File: src/rtl/sensor_adc_sequencer.sv
// Measurement sequencer for the radiation sensor.
// One accepted start powers up the sensor and ADC, then runs 2^AVG_LOG2
// read/convert/release rounds and reports the truncated mean on a done pulse.
// If the ADC handshake stalls, it reports done together with error instead.
module sensor_adc_sequencer #(
  parameter int SETTLE_TICKS  = 64,
  parameter int READ_TICKS    = 4,
  parameter int TIMEOUT_TICKS = 4096,
  parameter int AVG_LOG2      = 2
) (
  input  logic        clk_i,
  input  logic        rst_i,
  input  logic        start_i,
  input  logic        abort_i,
  input  logic [2:0]  cfg_i,
  output logic        busy_o,
  output logic        done_o,
  output logic        error_o,
  output logic [15:0] result_o,
  output logic [2:0]  sens_config_o,
  output logic        sens_enable_o,
  output logic        adc_enable_o,
  output logic        sens_read_o,
  output logic        adc_read_o,
  input  logic        adc_conversion_complete_i,
  input  logic [15:0] adc_value_i
);

  localparam int MAX_SR = (SETTLE_TICKS > READ_TICKS) ? SETTLE_TICKS : READ_TICKS;
  localparam int MAXT   = (MAX_SR > TIMEOUT_TICKS) ? MAX_SR : TIMEOUT_TICKS;
  localparam int CW     = $clog2(MAXT) + 1;
  localparam int AW     = 16 + AVG_LOG2;
  localparam int NW     = AVG_LOG2 + 1;
  localparam logic [NW-1:0] NSAMP = NW'(1) << AVG_LOG2;

  typedef enum logic [2:0] {
    IDLE, POWER_UP, READ, WAIT_CONV, RELEASE, FINISH
  } state_e;

  state_e          state_q, state_d;
  logic [CW-1:0]   cnt_q, cnt_d;
  logic [AW-1:0]   acc_q, acc_d;
  logic [NW-1:0]   nsmp_q, nsmp_d;
  logic [2:0]      cfg_q, cfg_d;
  logic            err_d;
  logic            active_d;
  logic [AW-1:0]   acc_shift;
  logic            busy_q, done_q, error_q, en_q, rd_q;
  logic [15:0]     result_q;

  // Mean is taken from the accumulator as it stands when FINISH is entered;
  // the last capture happened at least one edge earlier (WAIT_CONV->RELEASE).
  assign acc_shift = acc_q >> AVG_LOG2;

  // Next-state logic; cnt counts cycles spent in the current state.
  always_comb begin
    state_d = state_q;
    cnt_d   = cnt_q + CW'(1);
    acc_d   = acc_q;
    nsmp_d  = nsmp_q;
    cfg_d   = cfg_q;
    err_d   = 1'b0;
    unique case (state_q)
      IDLE: begin
        cnt_d = '0;
        if (start_i && !abort_i) begin
          state_d = POWER_UP;
          cfg_d   = cfg_i;
          acc_d   = '0;
          nsmp_d  = '0;
        end
      end
      POWER_UP: begin
        if (cnt_q == CW'(SETTLE_TICKS - 1)) begin
          state_d = READ;
          cnt_d   = '0;
        end
      end
      READ: begin
        if (cnt_q == CW'(READ_TICKS - 1)) begin
          state_d = WAIT_CONV;
          cnt_d   = '0;
        end
      end
      WAIT_CONV: begin
        if (adc_conversion_complete_i) begin
          acc_d   = acc_q + AW'(adc_value_i);
          nsmp_d  = nsmp_q + NW'(1);
          state_d = RELEASE;
          cnt_d   = '0;
        end else if (cnt_q == CW'(TIMEOUT_TICKS - 1)) begin
          state_d = FINISH;
          err_d   = 1'b1;
          cnt_d   = '0;
        end
      end
      RELEASE: begin
        if (!adc_conversion_complete_i) begin
          state_d = (nsmp_q == NSAMP) ? FINISH : READ;
          cnt_d   = '0;
        end else if (cnt_q == CW'(TIMEOUT_TICKS - 1)) begin
          state_d = FINISH;
          err_d   = 1'b1;
          cnt_d   = '0;
        end
      end
      FINISH: begin
        state_d = IDLE;
        cnt_d   = '0;
      end
      default: begin
        state_d = IDLE;
        cnt_d   = '0;
      end
    endcase
    // Abort wins over every transition except leaving IDLE, where it already
    // blocks the start above.
    if (abort_i && state_q != IDLE) begin
      state_d = IDLE;
      err_d   = 1'b0;
    end
    active_d = (state_d == POWER_UP) || (state_d == READ) ||
               (state_d == WAIT_CONV) || (state_d == RELEASE);
  end

  // State and output registers; outputs decode the next state so they line
  // up with the state they describe.
  always_ff @(posedge clk_i) begin
    if (rst_i) begin
      state_q  <= IDLE;
      cnt_q    <= '0;
      acc_q    <= '0;
      nsmp_q   <= '0;
      cfg_q    <= '0;
      busy_q   <= 1'b0;
      done_q   <= 1'b0;
      error_q  <= 1'b0;
      en_q     <= 1'b0;
      rd_q     <= 1'b0;
      result_q <= '0;
    end else begin
      state_q <= state_d;
      cnt_q   <= cnt_d;
      acc_q   <= acc_d;
      nsmp_q  <= nsmp_d;
      cfg_q   <= cfg_d;
      busy_q  <= active_d;
      en_q    <= active_d;
      rd_q    <= (state_d == READ);
      done_q  <= (state_d == FINISH);
      error_q <= (state_d == FINISH) && err_d;
      if (state_d == FINISH && !err_d) result_q <= acc_shift[15:0];
    end
  end

  assign busy_o        = busy_q;
  assign done_o        = done_q;
  assign error_o       = error_q;
  assign result_o      = result_q;
  assign sens_config_o = cfg_q;
  assign sens_enable_o = en_q;
  assign adc_enable_o  = en_q;
  assign sens_read_o   = rd_q;
  assign adc_read_o    = rd_q;

endmodule

File: config.mk
export PLATFORM = sky130hd
export DESIGN_NAME = sensor_adc_sequencer
export DESIGN_NICKNAME = d
export VERILOG_FILES = /design/src/rtl/sensor_adc_sequencer.sv
export SDC_FILE = /design/constraint.sdc
export NUM_CORES = 1
export LEC_CHECK = 0
export ABC_AREA = 1
export CORE_AREA = 4 4 91 93
export CTS_BUF_LIST = sky130_fd_sc_hd__clkbuf_4
export CTS_CLUSTER_DIAMETER = 50
export CTS_CLUSTER_SIZE = 8
export DETAILED_ROUTE_END_ITERATION = 8
export DIE_AREA = 0 0 95 97
export GPL_ROUTABILITY_DRIVEN = 1
export GPL_TIMING_DRIVEN = 1
export PLACE_DENSITY = 0.72
export SLEW_MARGIN = 15
export SYNTH_ARGS = -nofsm -noshare
export SYNTH_HDL_FRONTEND = slang
export SYNTH_SLANG_ARGS = --single-unit
File: constraint.sdc
create_clock -name clk_i -period 3.9 [get_ports clk_i]
set_clock_uncertainty 0.2 [all_clocks]
set_input_delay 0.78 -clock clk_i [delete_from_list [all_inputs] [get_ports clk_i]]
set_output_delay 0.78 -clock clk_i [all_outputs]
set_load 0.005 [all_outputs]
==> summary.md <==
| Metric | Value |
|---|---|
| Outcome | `finished, final reports clean` |
| Most frequent cell after synthesis | `nand2_1` |
| Final ANT Viol Nets | `0` |
| Vias in the first global route | `3179` |
| Synth Flop Type | `dfxtp_1` |
| Register area share after synthesis | `between 30 and 40%` |
| Initial Util | `between 40% and 50%` |
| Area contributors post-synth | `dfxtp_1 (33%), nand2_1 (13%), inv_1 (9.4%)` |
| Post-Layout Cell Count | `roughly 710` |
| Post-Syn Nets | `~600` |
| Top delay family on crit path | `simple AND/OR/NAND/NOR gates` |
| CP cell instances | `clkdlybuf4s50_1, inv_1, nand2_1, nor2_2, buf_4, nor2_1, nand2_1, inv_1, nand3_1, nand3_4, nand2_1, inv_1, nor2_1` |
| Hold path cells | `1` |
| All-Layer GR Usage | `between 10% and 20%` |
| Nets@finish | `about 650` |
| Longest Clk Path Bufs | `2` |
| Wire length per cell | `roughly 12 µm` |
| Dpl cell area | `roughly 0.0042 mm²` |
| Slew headroom | `a little over half` |
| Crit path buffers/inverters | `5` |
| WL final | `around 8300 µm` |
| FF-to-FF End | `result_o[3]` |
| Worst skew pair latency | `about 0.4 ns` |
| Pins over their slew limit | `0` |
| Async SR Flop Fraction | `0%` |
| Filler instances | `761` |
| Final Hold Viols | `0` |
| Post-CTS sizing | `0` |
| Clk sink count | `60` |
| Layout area overhead | `18.3%` |
| # DRC | `0` |
| Kind of critical path | `in -> reg` |
| Post-synthesis xor/xnor area fraction | `under 10%` |
| Simple logic cell fraction of the synthesized area | `between 30% and 40%` |
| Highest routed layer | `met4` |
| Chip height | `97 µm` |
| Crit Path Max Fanout | `20` |
| Hold buffers post-CTS | `0` |
| Synthesized area | `around 0.0036 mm²` |
| Adder-cell area share of the yosys netlist | `7.07%` |
| R2r startpoint | `cnt_q[0]` |
| Vias per cell | `roughly 4.9` |
| FMAX | `about 0.35 GHz` |
| RSZ-0062 raised after global routing | `no` |
| Port-buffer cells | `49` |
| Ports | `50` |
| Top cells by count, synth | `nand2_1 (127), inv_1 (91), nor2_1 (70), dfxtp_1 (60), a21oi_1 (43)` |
| First-pass GRT wire length | `between 10000 and 15000 µm` |
| Crit path capture type | `flop` |
| Worst Path Required | `between 3 and 4 ns` |
| Syn Area/Cell | `about 6.5 µm²` |
| Class of the worst hold path | `reg -> reg` |
| Clock-pin slew on the worst setup and hold paths | `roughly 0.1 ns` |
| Crit path launch type | `primary input` |
| Largest net degree at the start of global routing | `28` |
| Slew @ Worst Pin | `a little over 0.7 ns` |
| Post-CTS Setup Inserts | `0` |
| Cell row count | `32` |
| Total power | `0.00108 W` |
| Peak supply drop | `approximately 0.11 mV` |
| Setup_tns | `0 ns` |
| R2r setup slk | `between 1 and 1.5 ns` |
| Register bit total from synthesis | `60` |
| Unique masters post-synth | `34` |
| CTS root buffer | `clkbuf_4` |
| Compound-gate portion of the synthesized area | `approximately 10%` |
| Synth area leader | `dfxtp_1` |
| Diode count | `0` |
| Share of the synthesized area in the top cell type | `between 30% and 40%` |
| Period utilization | `73.3%` |
| Final HPWL DP | `6480 µm` |
| DRT met1 WL | `4090 µm` |
| Slowest cell on the critical path | `nand3_1` |
| Fraction of layout cells with a size suffix above 1 | `a little under 8%` |
| H-Tree Depth | `3` |
| Total number of yosys warnings | `0` |
| Worst hold start | `cnt_q[0]` |
| Finished Cell Area | `0.00431 mm²` |
| Final setup violation count | `0` |
| DIE AREA | `0.00922 mm²` |
| Max incr delay on CP | `0.49 ns` |
| Inst Count DP | `roughly 700` |
| Synth Instances | `approximately 560` |
| TritonCTS clock tree | `yes` |
| DRT Pass-1 Iters | `4` |
| Total gr overflow | `0` |
| Chip width | `roughly 95 µm` |
| Main combinational cell family by area after synthesis | `simple AND/OR/NAND/NOR gates` |
| Worst hold endpoint | `cnt_q[0]` |
| Reg2reg path depth | `10` |
| Final GP Congestion | `0.887` |
| Number of flops mapped to enable cells by yosys | `0` |
| Maxcap violations | `0` |
| CTS Buf Count | `9` |
| Leakage | `between 1.5 and 2 nW` |
| Worst EP arrival | `slightly below 3 ns` |
| Detail Route met3 WL | `321 µm` |
| Power per standard cell area | `between 200 and 300 mW/mm²` |
| Core Footprint | `about 0.0075 mm²` |
| Initial DRC count | `approximately 230` |
| Via count | `3491` |
| Metal2 WL | `approximately 3800 µm` |
| Initial antenna violation count | `0` |
| Mux cell area share after synthesis | `0%` |
| Min cycle time layout | `around 2.9 ns` |
## flip-flops by register name (all words and copies together) (netlist names)
name           count
error_o            1
sens_config_o      3
acc_q             18
adc_read_o         1
result_o          16
state_q            3
nsmp_q             3
cnt_q             13
adc_enable_o       1
done_o             1
## through the flow
stage	hold slack (ns)	util, %	worst slack, ns
2_1_floorplan	0.217	-	1.47
3_3_place_gp	0.228	55.9	0.726
3_5_place_dp	0.247	55.9	0.633
4_1_cts	0.262	57.3	1.06
5_1_grt	0.280	57.3	0.760
6_report	0.256	57.3	1.04
## worst register-to-register path, stage by stage, from the launching register on
cell     delay, ns
dfxtp_1       0.36
ha_1          0.23
nand4_1       0.15
nor2_1        0.25
nand2_1       0.08
nand2_1       0.09
nand3_1       0.52
nand3_4       0.48
nand2_1       0.09
inv_1         0.07
nor2_1        0.04
## cell type report
class	instances	area [µm²]	share of cell area, %
Tap cell	102	128	2.96
Clock buffer	10	75.1	1.74
Multi-Input combinational cell	390	2010	46.6
Clock inverter	5	30.0	0.696
Timing Repair Buffer	53	520	12.1
Sequential cell	60	1200	27.9
Inverter	93	349	8.09
## cell families after synthesis
group / count (synthesis)
flip-flops: 60
AND/OR/NAND/NOR: 292
AO/OA/AOI/OAI: 71
buffers and inverters: 108
XOR/XNOR: 7
adder cells (fa/ha/maj): 20
## per-layer routing
layer  GRT usage, %  vias up
li1               -     1873
met3           2.80        7
met5              0        -
met4           7.33        0
met2           29.4       77
met1           24.7     1534
## worst max path at each step
| stage | to | depth (start not counted) | startpoint | slack (ns) |
|---|---|---|---|---|
| 2_1_floorplan | acc_q[16] | 9 | adc_value_i[0] | 1.47 |
| 3_3_place_gp | result_o[0] | 13 | abort_i | 0.73 |
| 3_5_place_dp | result_o[3] | 13 | abort_i | 0.63 |
| 4_1_cts | result_o[3] | 13 | abort_i | 1.06 |
| 5_1_grt | result_o[3] | 13 | abort_i | 0.76 |
| 6_report | result_o[3] | 13 | abort_i | 1.04 |
## report_power, final
group | total, W | switching [W] | leakage (nW) | internal, W
Combinational | 0.000111 | 0.0000604 | 1.33 | 0.0000506
Clock | 0.000352 | 0.000221 | 0.0580 | 0.000131
Sequential | 0.000619 | 0.00000279 | 0.484 | 0.000616
## layout by cell type (no fill, tap or decap)
cell             instances
a31oi_1                  2
and2_1                   1
clkinv_2                 3
a21o_1                   1
ha_1                    19
nor2_4                   2
clkdlybuf4s50_1         49
inv_1                   91
clkinvlp_4               2
dfxtp_1                 60
o211ai_1                 1
xor2_1                   6
a21oi_4                  1
buf_4                    4
nor3b_1                  1
nor2_2                   2
nand2_1                127
fa_1                     1
xnor2_1                  1
a21oi_1                 43
nor4_1                   1
nor3_1                   6
o21a_1                   1
nand3_4                  1
nand4_1                 21
or2_2                    7
clkbuf_4                10
nand2_2                 13
nand3_1                 33
nor2_1                  70
inv_2                    2
nand3b_1                 5
and3_1                   2
o21ai_0                 22
Note: power is estimated with default switching activity, not from simulation.
==> patch (same settings) <==
Re-encode `state_e` (6 states) as one-hot, 6 bits wide.
--- a/src/rtl/sensor_adc_sequencer.sv
+++ b/src/rtl/sensor_adc_sequencer.sv
@@ -33,8 +33,8 @@
   localparam int NW     = AVG_LOG2 + 1;
   localparam logic [NW-1:0] NSAMP = NW'(1) << AVG_LOG2;
 
-  typedef enum logic [2:0] {
-    IDLE, POWER_UP, READ, WAIT_CONV, RELEASE, FINISH
+  typedef enum logic [5:0] {
+    IDLE = 6'b000001, POWER_UP = 6'b000010, READ = 6'b000100, WAIT_CONV = 6'b001000, RELEASE = 6'b010000, FINISH = 6'b100000
   } state_e;
 
   state_e          state_q, state_d;
Formal check against the unedited RTL: same outputs for any inputs over 10 cycles, from zero or initial values and one cycle with rst_i high; not proved beyond that.
==> patch against the unedited design <==
Total power grew 15%. Wire length up 2.5%. Die area is the same. Sequential cell count increased by 3. Worst setup slack better by 0.29 ns. Via count down 0.66%. Synthesized area fell by 0.65%. Cell area shrank 0.55%. Critical path type unchanged. Largest cell class unchanged. Largest power group unchanged. Highest routed layer unchanged.
==> patch: results (changes against the unedited design) <==
<table>
<tr><th>Metric</th><th>Value</th></tr>
<tr><th colspan="2">Status</th></tr>
<tr><td>Status</td><td>finished clean (unchanged)</td></tr>
<tr><th colspan="2">Drt</th></tr>
<tr><td>Number of DRC violations after detailed-routing iteration 0</td><td>143 (was 227)</td></tr>
<tr><td>Post-detailed-routing wire length</td><td>8515 um (was 8304 um)</td></tr>
<tr><td>Average vias per placed instance</td><td>5.176 (was 4.896)</td></tr>
<tr><td>Detailed-route wire length per cell</td><td>12.71 um (was 11.65 um)</td></tr>
<tr><td>Met3 routed wirelength</td><td>358 um (was 321 um)</td></tr>
<tr><td>DRT met1 WL</td><td>3889 um (was 4090 um)</td></tr>
<tr><th colspan="2">Synth</th></tr>
<tr><td>Number of standard cells after synthesis</td><td>516 (was 558)</td></tr>
<tr><td>Count of unique library cells instantiated by Yosys</td><td>36 (was 34)</td></tr>
<tr><th colspan="2">GRT</th></tr>
<tr><td>First-pass GRT wire length</td><td>14300 um (was 13880 um)</td></tr>
<tr><td>Via count of the first global-routing pass</td><td>3232 (was 3179)</td></tr>
<tr><td>Largest net degree at the start of global routing</td><td>42 (was 28)</td></tr>
<tr><td>Total routing usage reported by global routing</td><td>19.20% (was 18.46%)</td></tr>
<tr><th colspan="2">Pwr</th></tr>
<tr><td>Worst vdd ir</td><td>0.1246 mV (was 0.1077 mV)</td></tr>
<tr><th colspan="2">Critical path</th></tr>
<tr><td>Standard cell with the maximum stage delay on the critical path</td><td>sky130_fd_sc_hd__clkdlybuf4s50_1 (was sky130_fd_sc_hd__nand3_1)</td></tr>
<tr><td>Data arrival, critical path</td><td>2.72 ns (was 2.94 ns)</td></tr>
<tr><td>Internal reg-to-reg setup slack</td><td>1.59 ns (was 1.24 ns)</td></tr>
<tr><td>Critical Path End</td><td>cnt_q[4]$_SDFF_PP0_ (was result_o[3]$_SDFFE_PP0P_)</td></tr>
<tr><td>Cell class contributing the biggest share of worst-path delay</td><td>buffers and inverters (was simple AND/OR/NAND/NOR gates)</td></tr>
<tr><td>Reg-to-reg endpoint</td><td>result_o[2]$_SDFFE_PP0P_ (was result_o[3]$_SDFFE_PP0P_)</td></tr>
<tr><th colspan="2">Place</th></tr>
<tr><td>Post-detailed-placement half-perimeter wirelength</td><td>6644 um (was 6484 um)</td></tr>
<tr><td>Dpl cells</td><td>654 (was 698)</td></tr>
<tr><td>Global placement routability congestion</td><td>0.9403 (was 0.8871)</td></tr>
<tr><td>Placed standard-cell area</td><td>4158 um2 (was 4208 um2)</td></tr>
<tr><td>Pre-CTS WS</td><td>0.8871 ns (was 0.6333 ns)</td></tr>
<tr><th colspan="2">Timing</th></tr>
<tr><td>Least-Margin Pin Slew</td><td>0.4836 ns (was 0.7135 ns)</td></tr>
<tr><td>Hold_ws</td><td>0.2603 ns (was 0.2560 ns)</td></tr>
<tr><th colspan="2">Cells and area</th></tr>
<tr><td>NumNets Final</td><td>607 (was 651)</td></tr>
</table>
-- patch: routing by layer --
metal,global-route usage [%],up-vias
met3,3.033,12
met2,31.07,70
li1,-,1800
met5,0,-
met1,24.95,1586
met4,8.324,0
-- patch: report_power, final --
part	switching, W	leakage, nW	internal (W)
Sequential	0.00000718	0.509	0.000653
Clock	0.000224	0.0780	0.000205
Combinational	0.0000904	1.26	0.0000651
Total	0.000322	1.84	0.000924
-- patch: cell type report --
class / count / area, um2
inverters: 50 / 188.9
flip-flops and latches: 63 / 1261
fillers: 785 / 3238
clock inverters: 5 / 48.80
repair buffers: 51 / 505.5
multi-input cells: 388 / 2074
well taps: 102 / 127.6
clock buffers: 11 / 82.58
-- patch: logic make-up (layout without fill, tap and decap cells) --
logic type                 count (synthesis)  in the layout  synth area share, %
AOI/OAI and AO/OA                         77             77                12.03
and+or+nand+nor                          283            283                36.21
xor gates and xnor gates                   8              8                1.935
adders and majority gates                 20             20                7.118
DFF                                       63             63                34.83
buffers and inverters                     65            117                7.878
